===== src/rtl/alu_pipe_if.sv =====
// Handshake and data bundle between the execute stage and alu_pipe.
// The master side drives the operation and consumes the result; the slave side is the ALU.
interface alu_pipe_if #(
  parameter int unsigned WIDTH = 16
);
  logic             in_valid;
  logic             in_ready;
  logic [WIDTH-1:0] a;
  logic [WIDTH-1:0] b;
  logic [3:0]       sel;
  logic             flag_we;
  logic             out_valid;
  logic             out_ready;
  logic [WIDTH-1:0] result;
  logic             n;
  logic             z;
  logic             v;
  logic             c;
  logic [3:0]       flags_q;

  modport master (
    output in_valid, a, b, sel, flag_we, out_ready,
    input  in_ready, out_valid, result, n, z, v, c, flags_q
  );

  modport slave (
    input  in_valid, a, b, sel, flag_we, out_ready,
    output in_ready, out_valid, result, n, z, v, c, flags_q
  );
endinterface


===== src/rtl/alu_pipe.sv =====
// Registered ALU with valid/ready handshake, barrel shifter, iterative shift-add multiplier
// and a sticky {N,Z,V,C} register updated when a flag-writing result is consumed.
module alu_pipe #(
  parameter int unsigned WIDTH = 16
) (
  input logic       clk,
  input logic       reset,
  alu_pipe_if.slave bus
);
  localparam int unsigned SHW = $clog2(WIDTH);

  localparam logic [3:0] OpAdd = 4'd0;
  localparam logic [3:0] OpSub = 4'd1;
  localparam logic [3:0] OpAnd = 4'd2;
  localparam logic [3:0] OpOr  = 4'd3;
  localparam logic [3:0] OpXor = 4'd4;
  localparam logic [3:0] OpShl = 4'd5;
  localparam logic [3:0] OpShr = 4'd6;
  localparam logic [3:0] OpAsr = 4'd7;
  localparam logic [3:0] OpMul = 4'd8;

  localparam logic [SHW-1:0] CountLast = SHW'(WIDTH - 1);

  typedef enum logic [1:0] {StIdle, StMul, StWb} state_e;

  state_e           stateQ, stateD;
  logic [SHW-1:0]   countQ, countD;
  logic [2*WIDTH-1:0] accQ, accD;
  logic [2*WIDTH-1:0] mcandQ, mcandD;
  logic [WIDTH-1:0] mplierQ, mplierD;
  logic             mulWeQ, mulWeD;

  logic             outValidQ, outValidD;
  logic [WIDTH-1:0] resultQ, resultD;
  logic [3:0]       nzvcQ, nzvcD;
  logic             resWeQ, resWeD;
  logic [3:0]       flagsQ, flagsD;

  logic             inReady;
  logic             inFire;
  logic             outFire;

  // Single-cycle datapath
  logic [SHW-1:0]   shAmt;
  logic [WIDTH:0]   addFull, subFull, shlFull, shrFull, asrFull;
  logic [WIDTH-1:0] aluRes;
  logic             aluC, aluV;

  // Multiplier datapath
  logic [2*WIDTH-1:0] accStep;
  logic [WIDTH-1:0]   mulRes;
  logic               mulHi;

  assign inReady = (stateQ == StIdle) && (!outValidQ || bus.out_ready) && !reset;
  assign inFire  = bus.in_valid && inReady;
  assign outFire = outValidQ && bus.out_ready;

  assign shAmt   = bus.b[SHW-1:0];
  assign addFull = {1'b0, bus.a} + {1'b0, bus.b};
  assign subFull = {1'b0, bus.a} + {1'b0, ~bus.b} + {{WIDTH{1'b0}}, 1'b1};
  // One extra bit on the shifted-out side catches the last bit shifted out as the carry.
  assign shlFull = {1'b0, bus.a} << shAmt;
  assign shrFull = {bus.a, 1'b0} >> shAmt;
  assign asrFull = $signed({bus.a, 1'b0}) >>> shAmt;

  always_comb begin
    aluRes = bus.a;
    aluC   = 1'b0;
    aluV   = 1'b0;
    case (bus.sel)
      OpAdd: begin
        aluRes = addFull[WIDTH-1:0];
        aluC   = addFull[WIDTH];
        aluV   = (bus.a[WIDTH-1] == bus.b[WIDTH-1]) && (aluRes[WIDTH-1] != bus.a[WIDTH-1]);
      end
      OpSub: begin
        aluRes = subFull[WIDTH-1:0];
        aluC   = subFull[WIDTH];
        aluV   = (bus.a[WIDTH-1] != bus.b[WIDTH-1]) && (aluRes[WIDTH-1] != bus.a[WIDTH-1]);
      end
      OpAnd: aluRes = bus.a & bus.b;
      OpOr:  aluRes = bus.a | bus.b;
      OpXor: aluRes = bus.a ^ bus.b;
      OpShl: begin
        aluRes = shlFull[WIDTH-1:0];
        aluC   = shlFull[WIDTH];
      end
      OpShr: begin
        aluRes = shrFull[WIDTH:1];
        aluC   = shrFull[0];
      end
      OpAsr: begin
        aluRes = asrFull[WIDTH:1];
        aluC   = asrFull[0];
      end
      default: begin
        aluRes = bus.a;
        aluC   = 1'b0;
        aluV   = 1'b0;
      end
    endcase
  end

  assign accStep = accQ + (mplierQ[0] ? mcandQ : '0);
  assign mulRes  = accQ[WIDTH-1:0];
  assign mulHi   = |accQ[2*WIDTH-1:WIDTH];

  always_comb begin
    stateD    = stateQ;
    countD    = countQ;
    accD      = accQ;
    mcandD    = mcandQ;
    mplierD   = mplierQ;
    mulWeD    = mulWeQ;
    outValidD = outValidQ && !outFire;
    resultD   = resultQ;
    nzvcD     = nzvcQ;
    resWeD    = resWeQ;
    flagsD    = (outFire && resWeQ) ? nzvcQ : flagsQ;

    unique case (stateQ)
      StIdle: begin
        if (inFire) begin
          if (bus.sel == OpMul) begin
            stateD  = StMul;
            countD  = '0;
            accD    = '0;
            mcandD  = {{WIDTH{1'b0}}, bus.a};
            mplierD = bus.b;
            mulWeD  = bus.flag_we;
          end else begin
            outValidD = 1'b1;
            resultD   = aluRes;
            nzvcD     = {aluRes[WIDTH-1], aluRes == '0, aluV, aluC};
            resWeD    = bus.flag_we;
          end
        end
      end
      StMul: begin
        accD    = accStep;
        mcandD  = mcandQ << 1;
        mplierD = mplierQ >> 1;
        countD  = countQ + 1'b1;
        if (countQ == CountLast) begin
          stateD = StWb;
        end
      end
      StWb: begin
        // Stall here until the output register is free or being emptied this cycle.
        if (!outValidQ || bus.out_ready) begin
          outValidD = 1'b1;
          resultD   = mulRes;
          nzvcD     = {mulRes[WIDTH-1], mulRes == '0, mulHi, mulHi};
          resWeD    = mulWeQ;
          stateD    = StIdle;
        end
      end
      default: stateD = StIdle;
    endcase
  end

  always_ff @(posedge clk) begin
    if (reset) begin
      stateQ    <= StIdle;
      countQ    <= '0;
      accQ      <= '0;
      mcandQ    <= '0;
      mplierQ   <= '0;
      mulWeQ    <= 1'b0;
      outValidQ <= 1'b0;
      resultQ   <= '0;
      nzvcQ     <= '0;
      resWeQ    <= 1'b0;
      flagsQ    <= '0;
    end else begin
      stateQ    <= stateD;
      countQ    <= countD;
      accQ      <= accD;
      mcandQ    <= mcandD;
      mplierQ   <= mplierD;
      mulWeQ    <= mulWeD;
      outValidQ <= outValidD;
      resultQ   <= resultD;
      nzvcQ     <= nzvcD;
      resWeQ    <= resWeD;
      flagsQ    <= flagsD;
    end
  end

  assign bus.in_ready  = inReady;
  assign bus.out_valid = outValidQ;
  assign bus.result    = resultQ;
  assign bus.n         = nzvcQ[3];
  assign bus.z         = nzvcQ[2];
  assign bus.v         = nzvcQ[1];
  assign bus.c         = nzvcQ[0];
  assign bus.flags_q   = flagsQ;
endmodule


===== src/flat_wrapper.sv =====
// flat-port wrapper written by rule: the top's interface ports become plain ports
module alu_pipe_flat 
#(
  parameter int unsigned WIDTH = 16
)
  (clk, reset, bus_in_valid, bus_a, bus_b, bus_sel, bus_flag_we, bus_out_ready, bus_in_ready, bus_out_valid, bus_result, bus_n, bus_z, bus_v, bus_c, bus_flags_q);
  alu_pipe_if #(.WIDTH(WIDTH)) bus_i ();
  input logic clk;
  input logic reset;
  input wire logic [$bits(bus_i.in_valid)-1:0] bus_in_valid;
  input wire logic [$bits(bus_i.a)-1:0] bus_a;
  input wire logic [$bits(bus_i.b)-1:0] bus_b;
  input wire logic [$bits(bus_i.sel)-1:0] bus_sel;
  input wire logic [$bits(bus_i.flag_we)-1:0] bus_flag_we;
  input wire logic [$bits(bus_i.out_ready)-1:0] bus_out_ready;
  output wire logic [$bits(bus_i.in_ready)-1:0] bus_in_ready;
  output wire logic [$bits(bus_i.out_valid)-1:0] bus_out_valid;
  output wire logic [$bits(bus_i.result)-1:0] bus_result;
  output wire logic [$bits(bus_i.n)-1:0] bus_n;
  output wire logic [$bits(bus_i.z)-1:0] bus_z;
  output wire logic [$bits(bus_i.v)-1:0] bus_v;
  output wire logic [$bits(bus_i.c)-1:0] bus_c;
  output wire logic [$bits(bus_i.flags_q)-1:0] bus_flags_q;
  assign bus_i.in_valid = bus_in_valid;
  assign bus_i.a = bus_a;
  assign bus_i.b = bus_b;
  assign bus_i.sel = bus_sel;
  assign bus_i.flag_we = bus_flag_we;
  assign bus_i.out_ready = bus_out_ready;
  assign bus_in_ready = bus_i.in_ready;
  assign bus_out_valid = bus_i.out_valid;
  assign bus_result = bus_i.result;
  assign bus_n = bus_i.n;
  assign bus_z = bus_i.z;
  assign bus_v = bus_i.v;
  assign bus_c = bus_i.c;
  assign bus_flags_q = bus_i.flags_q;
  alu_pipe #(.WIDTH(WIDTH)) u_core (.clk(clk), .reset(reset), .bus(bus_i));
endmodule

===== config.mk =====
export PLATFORM = sky130hd
export DESIGN_NAME = alu_pipe_flat
export DESIGN_NICKNAME = d
export VERILOG_FILES = /design/src/rtl/alu_pipe_if.sv /design/src/rtl/alu_pipe.sv /design/src/flat_wrapper.sv
export SDC_FILE = /design/constraint.sdc
export NUM_CORES = 1
export LEC_CHECK = 0
export CORE_MARGIN = 2
export CORE_UTILIZATION = 46
export DETAILED_ROUTE_END_ITERATION = 10
export HOLD_SLACK_MARGIN = 0.06
export PLACE_DENSITY = 0.76
export SETUP_SLACK_MARGIN = 0.3
export SYNTH_ARGS = -nofsm -noshare
export SYNTH_HDL_FRONTEND = slang
export SYNTH_SLANG_ARGS = --single-unit

===== constraint.sdc =====
create_clock -name clk -period 5.6 [get_ports clk]
set_clock_uncertainty 0.1 [all_clocks]
set_input_delay 1.12 -clock clk [delete_from_list [all_inputs] [get_ports clk]]
set_output_delay 1.12 -clock clk [all_outputs]
set_load 0.03 [all_outputs]

# Word-level counts from Yosys, hierarchy flattened
# Index checks and enable logic that the tools add are counted.
[classes] n_addsub=5 n_eq_ne=20 shift=3 mux=37 n_bitwise=4 n_reduce_logical=23
[ops] op="32-bit two-way mux" n=5
[ops] op="16-bit one-hot mux with 8 select lines" n=1
[ops] op="32-bit one-hot mux with 2 select lines" n=2
[ops] op="16-bit two-way mux" n=5
[ops] op="16-bit one-hot mux with 2 select lines" n=2
[ops] op="16-bit by 16-bit adder with 17-bit output" n=2
[ops] op="32-bit adder" n=1
[ops] op="16-bit zero test" n=2
[ops] op="4-bit two-way mux" n=5
[ops] op="17-bit by 1-bit adder with 17-bit output (second input constant)" n=1
[ops] op="16-bit by 4-bit << shifter with 17-bit output" n=1
[ops] op="17-bit by 4-bit right shift with 17-bit output" n=1
[ops] op="17-bit by 4-bit >>> shifter with 17-bit output" n=1
[ops] op="16-bit AND" n=1
[ops] op="4-bit by 3-bit == test with 1-bit output (second input constant)" n=4
[ops] op="16-bit NOT" n=1
[ops] op="16-bit OR" n=1
[ops] op="4-bit one-hot mux with 2 select lines" n=2
[ops] op="16-bit OR reduction" n=1
[ops] op="16-bit XOR" n=1
[ops] op="4-bit by 2-bit == test with 1-bit output (second input constant)" n=2
[ops] op="4-bit == test (second input constant)" n=2
[ops] op="1-bit logical AND" n=8
[ops] op="2-bit two-way mux" n=4
[ops] op="19 further kinds" n=36
[totals] regBits=113 out_inout_bits=26 wordCells=103

# Longest topological paths before layout
[depth] depth_word=9 ltp_mapped=15

# Least setup slack after synthesis
# No wires, ideal clock.
[synth_path] kind="in2reg" start="in bus_b[2]" end="reg u_core.nzvcQ[2]" setup_ns=0.116 arrival_time_ns=4.386 path_slack_ns=0.998 path_stages=13 n_path_buf=3 cell_sequence="clkbuf_1 > clkinv_1 > buf_1 > buf_1 > ha_1 > o311ai_0 > o22a_1 > nand3_1 > a311oi_1 > a211oi_1 > a221oi_1 > nor2_1 > a41o_1"
[synth_via] elab_chain_cells=8
[synth_lines] element="start, declared" line_no="flat_wrapper.sv:12" text="input wire logic [$bits(bus_i.b)-1:0] bus_b;"
[synth_lines] element="16-bit NOT" line_no="alu_pipe.sv:60" text="assign subFull = {1'b0, bus.a} + {1'b0, ~bus.b} + {{WIDTH{1'b0}}, 1'b1};"
[synth_lines] element="16-bit by 16-bit adder with 17-bit output" line_no="alu_pipe.sv:60"
[synth_lines] element="17-bit by 1-bit adder with 17-bit output" line_no="alu_pipe.sv:60"
[synth_lines] element="16-bit one-hot mux with 8 select lines (*)" line_no="alu_pipe.sv:70" text="case (bus.sel)"
[synth_lines] element="16-bit zero test (*)" line_no="alu_pipe.sv:134" text="nzvcD = {aluRes[WIDTH-1], aluRes == '0, aluV, aluC};"
[synth_lines] element="4-bit two-way mux (*)" line_no="alu_pipe.sv:124" text="if (bus.sel == OpMul) begin"
[synth_lines] element="4-bit two-way mux (*)" line_no="alu_pipe.sv:123" text="if (inFire) begin"
[synth_lines] element="4-bit one-hot mux with 2 select lines (*)" line_no="alu_pipe.sv:121" text="unique case (stateQ)"
[synth_lines] element="end signal, assigned" line_no="alu_pipe.sv:184" text="nzvcQ <= nzvcD;"
[synth_lines] element="end, declared" line_no="alu_pipe.sv:35" text="logic [3:0] nzvcQ, nzvcD;"
# Mark *: on every way between the ends. The rest lies on a longest branch, timed or not. The select of a mux whose other input is x is not followed.
# A chain may end at the register's enable or synchronous reset.

# Worst setup path in the final report
[layout_path] start="in bus_a[2]" end="reg u_core.nzvcQ[0]"
[layout_via] elab_chain_cells=6
[layout_lines] element="start, declared" line_no="flat_wrapper.sv:11" text="input wire logic [$bits(bus_i.a)-1:0] bus_a;"
[layout_lines] element="16-bit by 16-bit adder with 17-bit output" line_no="alu_pipe.sv:60"
[layout_lines] element="17-bit by 1-bit adder with 17-bit output" line_no="alu_pipe.sv:60"
[layout_lines] element="1-bit one-hot mux with 5 select lines (*)" line_no="alu_pipe.sv:70"
[layout_lines] element="4-bit two-way mux (*)" line_no="alu_pipe.sv:124"
[layout_lines] element="4-bit two-way mux (*)" line_no="alu_pipe.sv:123"
[layout_lines] element="4-bit one-hot mux with 2 select lines (*)" line_no="alu_pipe.sv:121"
# Marked as above.

==> Implementation_results.wiki <==
{| class="wikitable"
! Metric !! Value
|-
| Min cycle time layout || 4710 ps
|-
| Area share of xor/xnor cells in the synthesized design || ~2.4%
|-
| Num ports || 67
|-
| Wire length of the first global-routing pass || 53700 µm
|-
| Asr flop ratio synth || 0%
|-
| Vias per cell || 6.67
|-
| Fill cell count || ~2100
|-
| Post-cts hold buffer count || 0
|-
| Arr. time, crit path || approximately 4900 ps
|-
| Final Cycle Share || around 84%
|-
| Die outline height || 155 µm
|-
| 1st-iter DRT viols || 1337
|-
| Core area || 0.0224 mm²
|-
| Global Route Usage Sum || between 20 and 30%
|-
| Filler-free cell count of the finished design || 1620
|-
| Number of synthesis warnings || 0
|-
| Most common cell after layout, fill and taps aside || nor2_1
|-
| Antenna diodes || 0
|-
| Initial antenna violation count || 0
|-
| Core Rows || 55
|-
| Number of search-and-repair iterations in the first detailed-routing pass || 7
|-
| Final count of hold timing violations || 0
|-
| Share of synthesized cell area in full adder, half adder and majority cells || 10.3%
|-
| Startpoint Class || input port
|-
| Cells after Synth || 1321
|-
| Longest Clk Path Bufs || 2
|-
| Sequential cell area || roughly 0.0022 mm²
|-
| Global placement routability congestion || 1.04
|-
| CTS H-tree lvls || 3
|-
| Routed wirelength normalized by instance count || around 21 µm
|-
| Count of nets after finishing || 1455
|-
| Logic depth of the worst register-to-register path || 11
|-
| VDD IR-drop max || 0.200 mV
|-
| Least setup slack across all paths after layout || 886 ps
|-
| Post-synth net total || ~1400
|-
| Clock slew at reported path FFs || 90 ps
|-
| Clock tree from TritonCTS || done
|-
| Maximum fanout count along the critical path || 10
|-
| Number of synthesized flops with an enable pin || 0
|-
| Fraction of the yosys area taken by sequential cells || 21.5%
|-
| Cell area power density || ~180 mW/mm²
|-
| Inserted Clock Buffers || 9
|-
| Slew Limit Fails || 0
|-
| Post-CTS setup buffer count || 0
|-
| Post-synthesis sequential element count || 112
|-
| Synth Area per Inst || just under 8 µm²
|-
| Pre-CTS setup slack || 579 ps
|-
| Die footprint || 0.0239 mm²
|-
| Combinational family with the most area after synthesis || compound AO/OA/AOI/OAI gates
|-
| Count of instances resized after the clock tree is built || 0
|-
| Setup TNS after final layout || 0 ps
|-
| Post-synthesis simple-gate area fraction || 22.3%
|-
| Number of global-route vias before repair || 9773
|-
| Number of clock sinks || 112
|-
| Residual DRC || 0
|-
| Leakage power || 4.69 nW
|-
| Root cell of the clock tree || clkbuf_16
|-
| Antenna viol nets, final || 0
|-
| Routed via count || 10800
|-
| Prevailing post-synth register cell || dfxtp_1
|-
| Fraction of synthesized area in multiplexers || under 10%
|-
| Number of placed instances, taps included || 1604
|-
| Synth-to-layout area growth || 11.4%
|-
| Share of the core filled with cells || 51.8%
|-
| Max_slew headroom || 36.8%
|-
| Outcome || complete, no violations
|-
| Complex-gate fraction of the synthesized area || 27.9%
|-
| Share of post-route cells with drive strength above 1 || 7.64%
|-
| Synthesized cell area || between 0.01 and 0.015 mm²
|-
| Worst min path class || reg2reg
|-
| RSZ-0062 raised after global routing || no
|-
| CP Class || in2reg
|-
| Unique masters post-synth || 84
|-
| Width of the die || 155 µm
|-
| Area of combinational cells with multiple inputs || 0.00752 mm²
|-
| Number of setup violations in the final report || 0
|-
| Worst Max-Slew Pin Slew || 947 ps
|-
| WP data required || 5740 ps
|-
| Kind of end point of the critical path || register
|-
| Max frequency || 0.212 GHz
|-
| Maxcap violations || 0
|-
| Most used cells in the layout excluding fill and tap cells || nor2_1 (156), dfxtp_1 (112), nand2_1 (87), ha_1 (81), a21oi_1 (78)
|-
| Estimated wirelength of the detail-placed design || 25300 µm
|-
| Routed wire length || 33700 µm
|-
| # port buffers || 66
|-
| Aggregate global routing overflow || 0
|-
| Starting density of the core || around 46%
|-
| Maximum number of pins on one net before global-route repair || 64
|-
| Worst skew pair latency || 370 ps
|-
| Hold Path Depth || 2
|}
registers in the layout, indices dropped and copies added, names as in the netlist:
signal                cells
u_core.bus.flags_q        4
u_core.mplierQ           16
u_core.bus.result        15
u_core.nzvcQ              4
u_core.stateQ             2
u_core.mcandQ            32
u_core.bus.out_valid      1
u_core.accQ              32
u_core.countQ             4
u_core.resWeQ             1
u_core.mulWeQ             1
cell usage after synthesis (19+ instances only):
master	n	area [µm²]
a222oi_1	30	300
nor4_1	20	125
mux2i_1	29	290
clkbuf_1	78	293
o21ai_0	43	215
and2_1	40	250
a22oi_1	48	360
dfxtp_1	112	2240
a21o_1	21	158
a21oi_1	78	390
a211oi_1	19	143
inv_1	62	233
ha_1	81	1010
nand3_1	34	170
nor2_1	156	586
nand2_1	87	327
nor3_1	36	180
kinds of logic after synthesis:
kind of cell / Yosys count
and+or+nand+nor: 468
AOI/OAI and AO/OA: 398
buffers and inverters: 168
DFF: 112
adders and majority gates: 84
muxes: 63
xor gates and xnor gates: 28
stage by stage:
stage	power [mW]	hold slack (ps)	cell area (µm²)
2_1_floorplan	1.20	349	10400
3_3_place_gp	1.38	362	11300
3_5_place_dp	1.38	361	11300
4_1_cts	2.06	373	11600
5_1_grt	2.15	404	11600
6_report	2.07	376	11600
final cells by class:
class / count / share of cell area (%)
Inverter: 64 / 2.07
Multi-Input combinational cell: 1041 / 64.7
Clock buffer: 9 / 1.94
Clock inverter: 7 / 0.744
Timing Repair Buffer: 102 / 8.13
Sequential cell: 112 / 19.3
Tap cell: 285 / 3.07
path summary, 6_finish.rpt:
path	start	end	slack, ps
max	bus_a[2]	u_core.nzvcQ[0]	890
min	u_core.bus.result[14]	u_core.bus.result[14]	380
max reg2reg	u_core.mplierQ[0]	u_core.accQ[31]	1600
min reg2reg	u_core.bus.result[14]	u_core.bus.result[14]	380
critical path, cell delays in order:
cell and delay, ps:
clkdlybuf4s50_1 660, inv_1 130, ha_1 390, nand2b_1 230
a2111oi_0 830, nor3_1 210, o31a_1 350, a21oi_1 250
a21oi_1 120, o21bai_1 140, a2111oi_0 110, a2111oi_0 340
power by group:
| group | internal [mW] | switching (mW) |
|---|---|---|
| Clock | 0.326 | 0.360 |
| Sequential | 0.808 | 0.0111 |
| Combinational | 0.218 | 0.347 |
| Total | 1.35 | 0.717 |
per-layer routing:
metal	part of all wire [%]	vias to the layer above	GRT usage (%)
li1	-	5021	-
met1	43	5174	38.8
met2	44	533	43.1
met3	9.0	77	4.71
met4	4.0	0	10.6
met5	0	-	0
Power figures use the tool's default switching activity.
==> variant: new RTL, config.mk and constraints unchanged <==
`WIDTH` is set to 16 in 3 places; all go to 8.
--- a/src/rtl/alu_pipe_if.sv
+++ b/src/rtl/alu_pipe_if.sv
@@ -1,7 +1,7 @@
 // Handshake and data bundle between the execute stage and alu_pipe.
 // The master side drives the operation and consumes the result; the slave side is the ALU.
 interface alu_pipe_if #(
-  parameter int unsigned WIDTH = 16
+  parameter int unsigned WIDTH = 8
 );
   logic             in_valid;
   logic             in_ready;
--- a/src/rtl/alu_pipe.sv
+++ b/src/rtl/alu_pipe.sv
@@ -1,7 +1,7 @@
 // Registered ALU with valid/ready handshake, barrel shifter, iterative shift-add multiplier
 // and a sticky {N,Z,V,C} register updated when a flag-writing result is consumed.
 module alu_pipe #(
-  parameter int unsigned WIDTH = 16
+  parameter int unsigned WIDTH = 8
 ) (
   input logic       clk,
   input logic       reset,
--- a/src/flat_wrapper.sv
+++ b/src/flat_wrapper.sv
@@ -1,7 +1,7 @@
 // flat-port wrapper written by rule: the top's interface ports become plain ports
 module alu_pipe_flat 
 #(
-  parameter int unsigned WIDTH = 16
+  parameter int unsigned WIDTH = 8
 )
   (clk, reset, bus_in_valid, bus_a, bus_b, bus_sel, bus_flag_we, bus_out_ready, bus_in_ready, bus_out_valid, bus_result, bus_n, bus_z, bus_v, bus_c, bus_flags_q);
   alu_pipe_if #(.WIDTH(WIDTH)) bus_i ();
Ports: changed (resized bus_a, bus_b and bus_result); port bits go from 67 to 43. No check against the original RTL was run, so the function may have changed too.
==> variant against the unedited design <==
Total power fell by 35%. Wire length down 55%. Die area shrank 48%. Largest cell class unchanged. Non-clock buffer count down 45. Area after synthesis fell by 49%. Setup slack improved by 390 ps. Sequential cell count decreased by 49. Design area fell by 48%. Via count fell by 52%.
==> variant: results (changes against the unedited design) <==
| Metric | Value |
|---|---|
| Netlist cell types | 72 (was 84) |
| Clock-pin slew on the worst setup and hold paths | 50 ps (was 90 ps) |
| Via density per instance | 6.18 (was 6.67) |
| Layout fillers | 1,066 (was 2,092) |
| Routability cong. | 0.952 (was 1.04) |
| P_leak | 0.00248 µW (was 0.00469 µW) |
| Placed Cells | 827 (was 1,604) |
| First-pass GRT wire length | 24.4 mm (was 53.7 mm) |
| Final #Nets | 765 (was 1,455) |
| Top flop regs | u_core.accQ: 16 flops, u_core.mcandQ: 16 flops, u_core.mplierQ: 8 flops (was u_core.accQ: 32 flops, u_core.mcandQ: 32 flops, u_core.mplierQ: 16 flops) |
| Status | completed (unchanged) |
| Vias in the first global route | 4,829 (was 9,773) |
| Setup WS pre-CTS | 1020 ps (was 579 ps) |
| Port buffer count | 42 (was 66) |
| Worst EP arrival | 4480 ps (was 4860 ps) |
| Layout cell share with drive strength beyond 1 | 8.01% (was 7.64%) |
| Pre-antenna DRT Iters | 5 (was 7) |
| Final HPWL DP | 10.8 mm (was 25.3 mm) |
| VDD IR-drop max | 0.000209 V (was 0.000200 V) |
| Post-synthesis adder-cell area fraction | 11.1% (was 10.3%) |
| Initial drt markers | 566 (was 1,337) |
| Sequential-to-total area share from yosys stat | 23.9% (was 21.5%) |
| Layout Cells excl Fill | 842 (was 1,620) |
| Sw Ratio | 26.4% (was 34.7%) |
| Worst skew pair latency | 330 ps (was 370 ps) |
| Largest net degree at the start of global routing | 70 (was 64) |
| Fraction of synthesized area in multiplexers | 7.05% (was 9.12%) |
| Slew headroom | 34.3% (was 36.8%) |
| Gr usage total | 24.0% (was 27.8%) |
| Post-Syn Instances | 674 (was 1,321) |
-- variant: cell types whose count changed in the layout (fill, tap and decap cells not counted), sizes merged, moves of 23 or more --
cell,change
buf,-23
and2,-24
dfxtp,-49
nor2,-72
a21oi,-41
ha,-39
a222oi,-29
a22oi,-27
inv,-33
-- variant: logic make-up after synthesis --
logic type,after synthesis
buffers and inverters,83
multiplexers,25
AND/OR/NAND/NOR,264
flip-flops,63
adder cells (fa/ha/maj),45
AO/OA/AOI/OAI,182
XOR/XNOR,12
-- variant: final timing paths --
| check | startpoint | to | slack (ps) | cells after the start |
|---|---|---|---|---|
| worst max-delay path | bus_b[2] | u_core.nzvcQ[2]$_SDFFE_PP0P_ | 1270 | 11 |
| worst min-delay path | u_core.mplierQ[7]$_SDFFE_PP0P_ | u_core.mplierQ[7]$_SDFFE_PP0P_ | 360 | 2 |
| worst max register to register | u_core.mplierQ[0]$_SDFFE_PP0P_ | u_core.accQ[15]$_SDFFE_PP0P_ | 2540 | 10 |
| worst min register to register | u_core.mplierQ[7]$_SDFFE_PP0P_ | u_core.mplierQ[7]$_SDFFE_PP0P_ | 360 | 2 |
-- variant: final cells by class --
class                   instances  area share [%]
inverters                      36            2.23
clock buffers                  12            4.40
multi-input cells             528            59.8
clock inverters                 3            1.07
repair buffers                 57            8.72
flip-flops and latches         63            20.8
well taps                     143            2.95
-- variant: power groups by stage --
stage / Combinational, µW / Sequential (µW) / Clock (µW)
after global placement: 249 / 474 / 0
after floorplan: 160 / 483 / 0
final: 256 / 465 / 615
after global routing: 277 / 466 / 644
after CTS: 252 / 465 / 624
after detailed placement: 250 / 474 / 0
-- variant: per-layer routing --
layer  track usage [%]  share of wire [%]
met1              32.0                 45
met5                 0                  0
met3              4.21                6.6
met2              38.5                 46
met4              9.88                3.2
-- variant: through the flow --
| step | hold slack, ps | util (%) | area, µm² |
|---|---|---|---|
| finish | 355 | 53.5 | 6060 |
| CTS | 356 | 53.5 | 6060 |
| detailed placement | 348 | 50.6 | 5730 |
| global route | 392 | 53.5 | 6060 |
| floorplan | 332 | - | 5290 |
| global placement | 342 | 50.6 | 5730 |
-- variant: worst max-delay path, cell delays in order --
cell and delay, ps:
clkdlybuf4s50_1 480, clkinv_1 310, ha_1 610, inv_1 80, a211o_1 310, a221o_1 350, o31ai_1 440, mux2_2 270
nand2_1 50, or3_1 390, o22ai_2 80
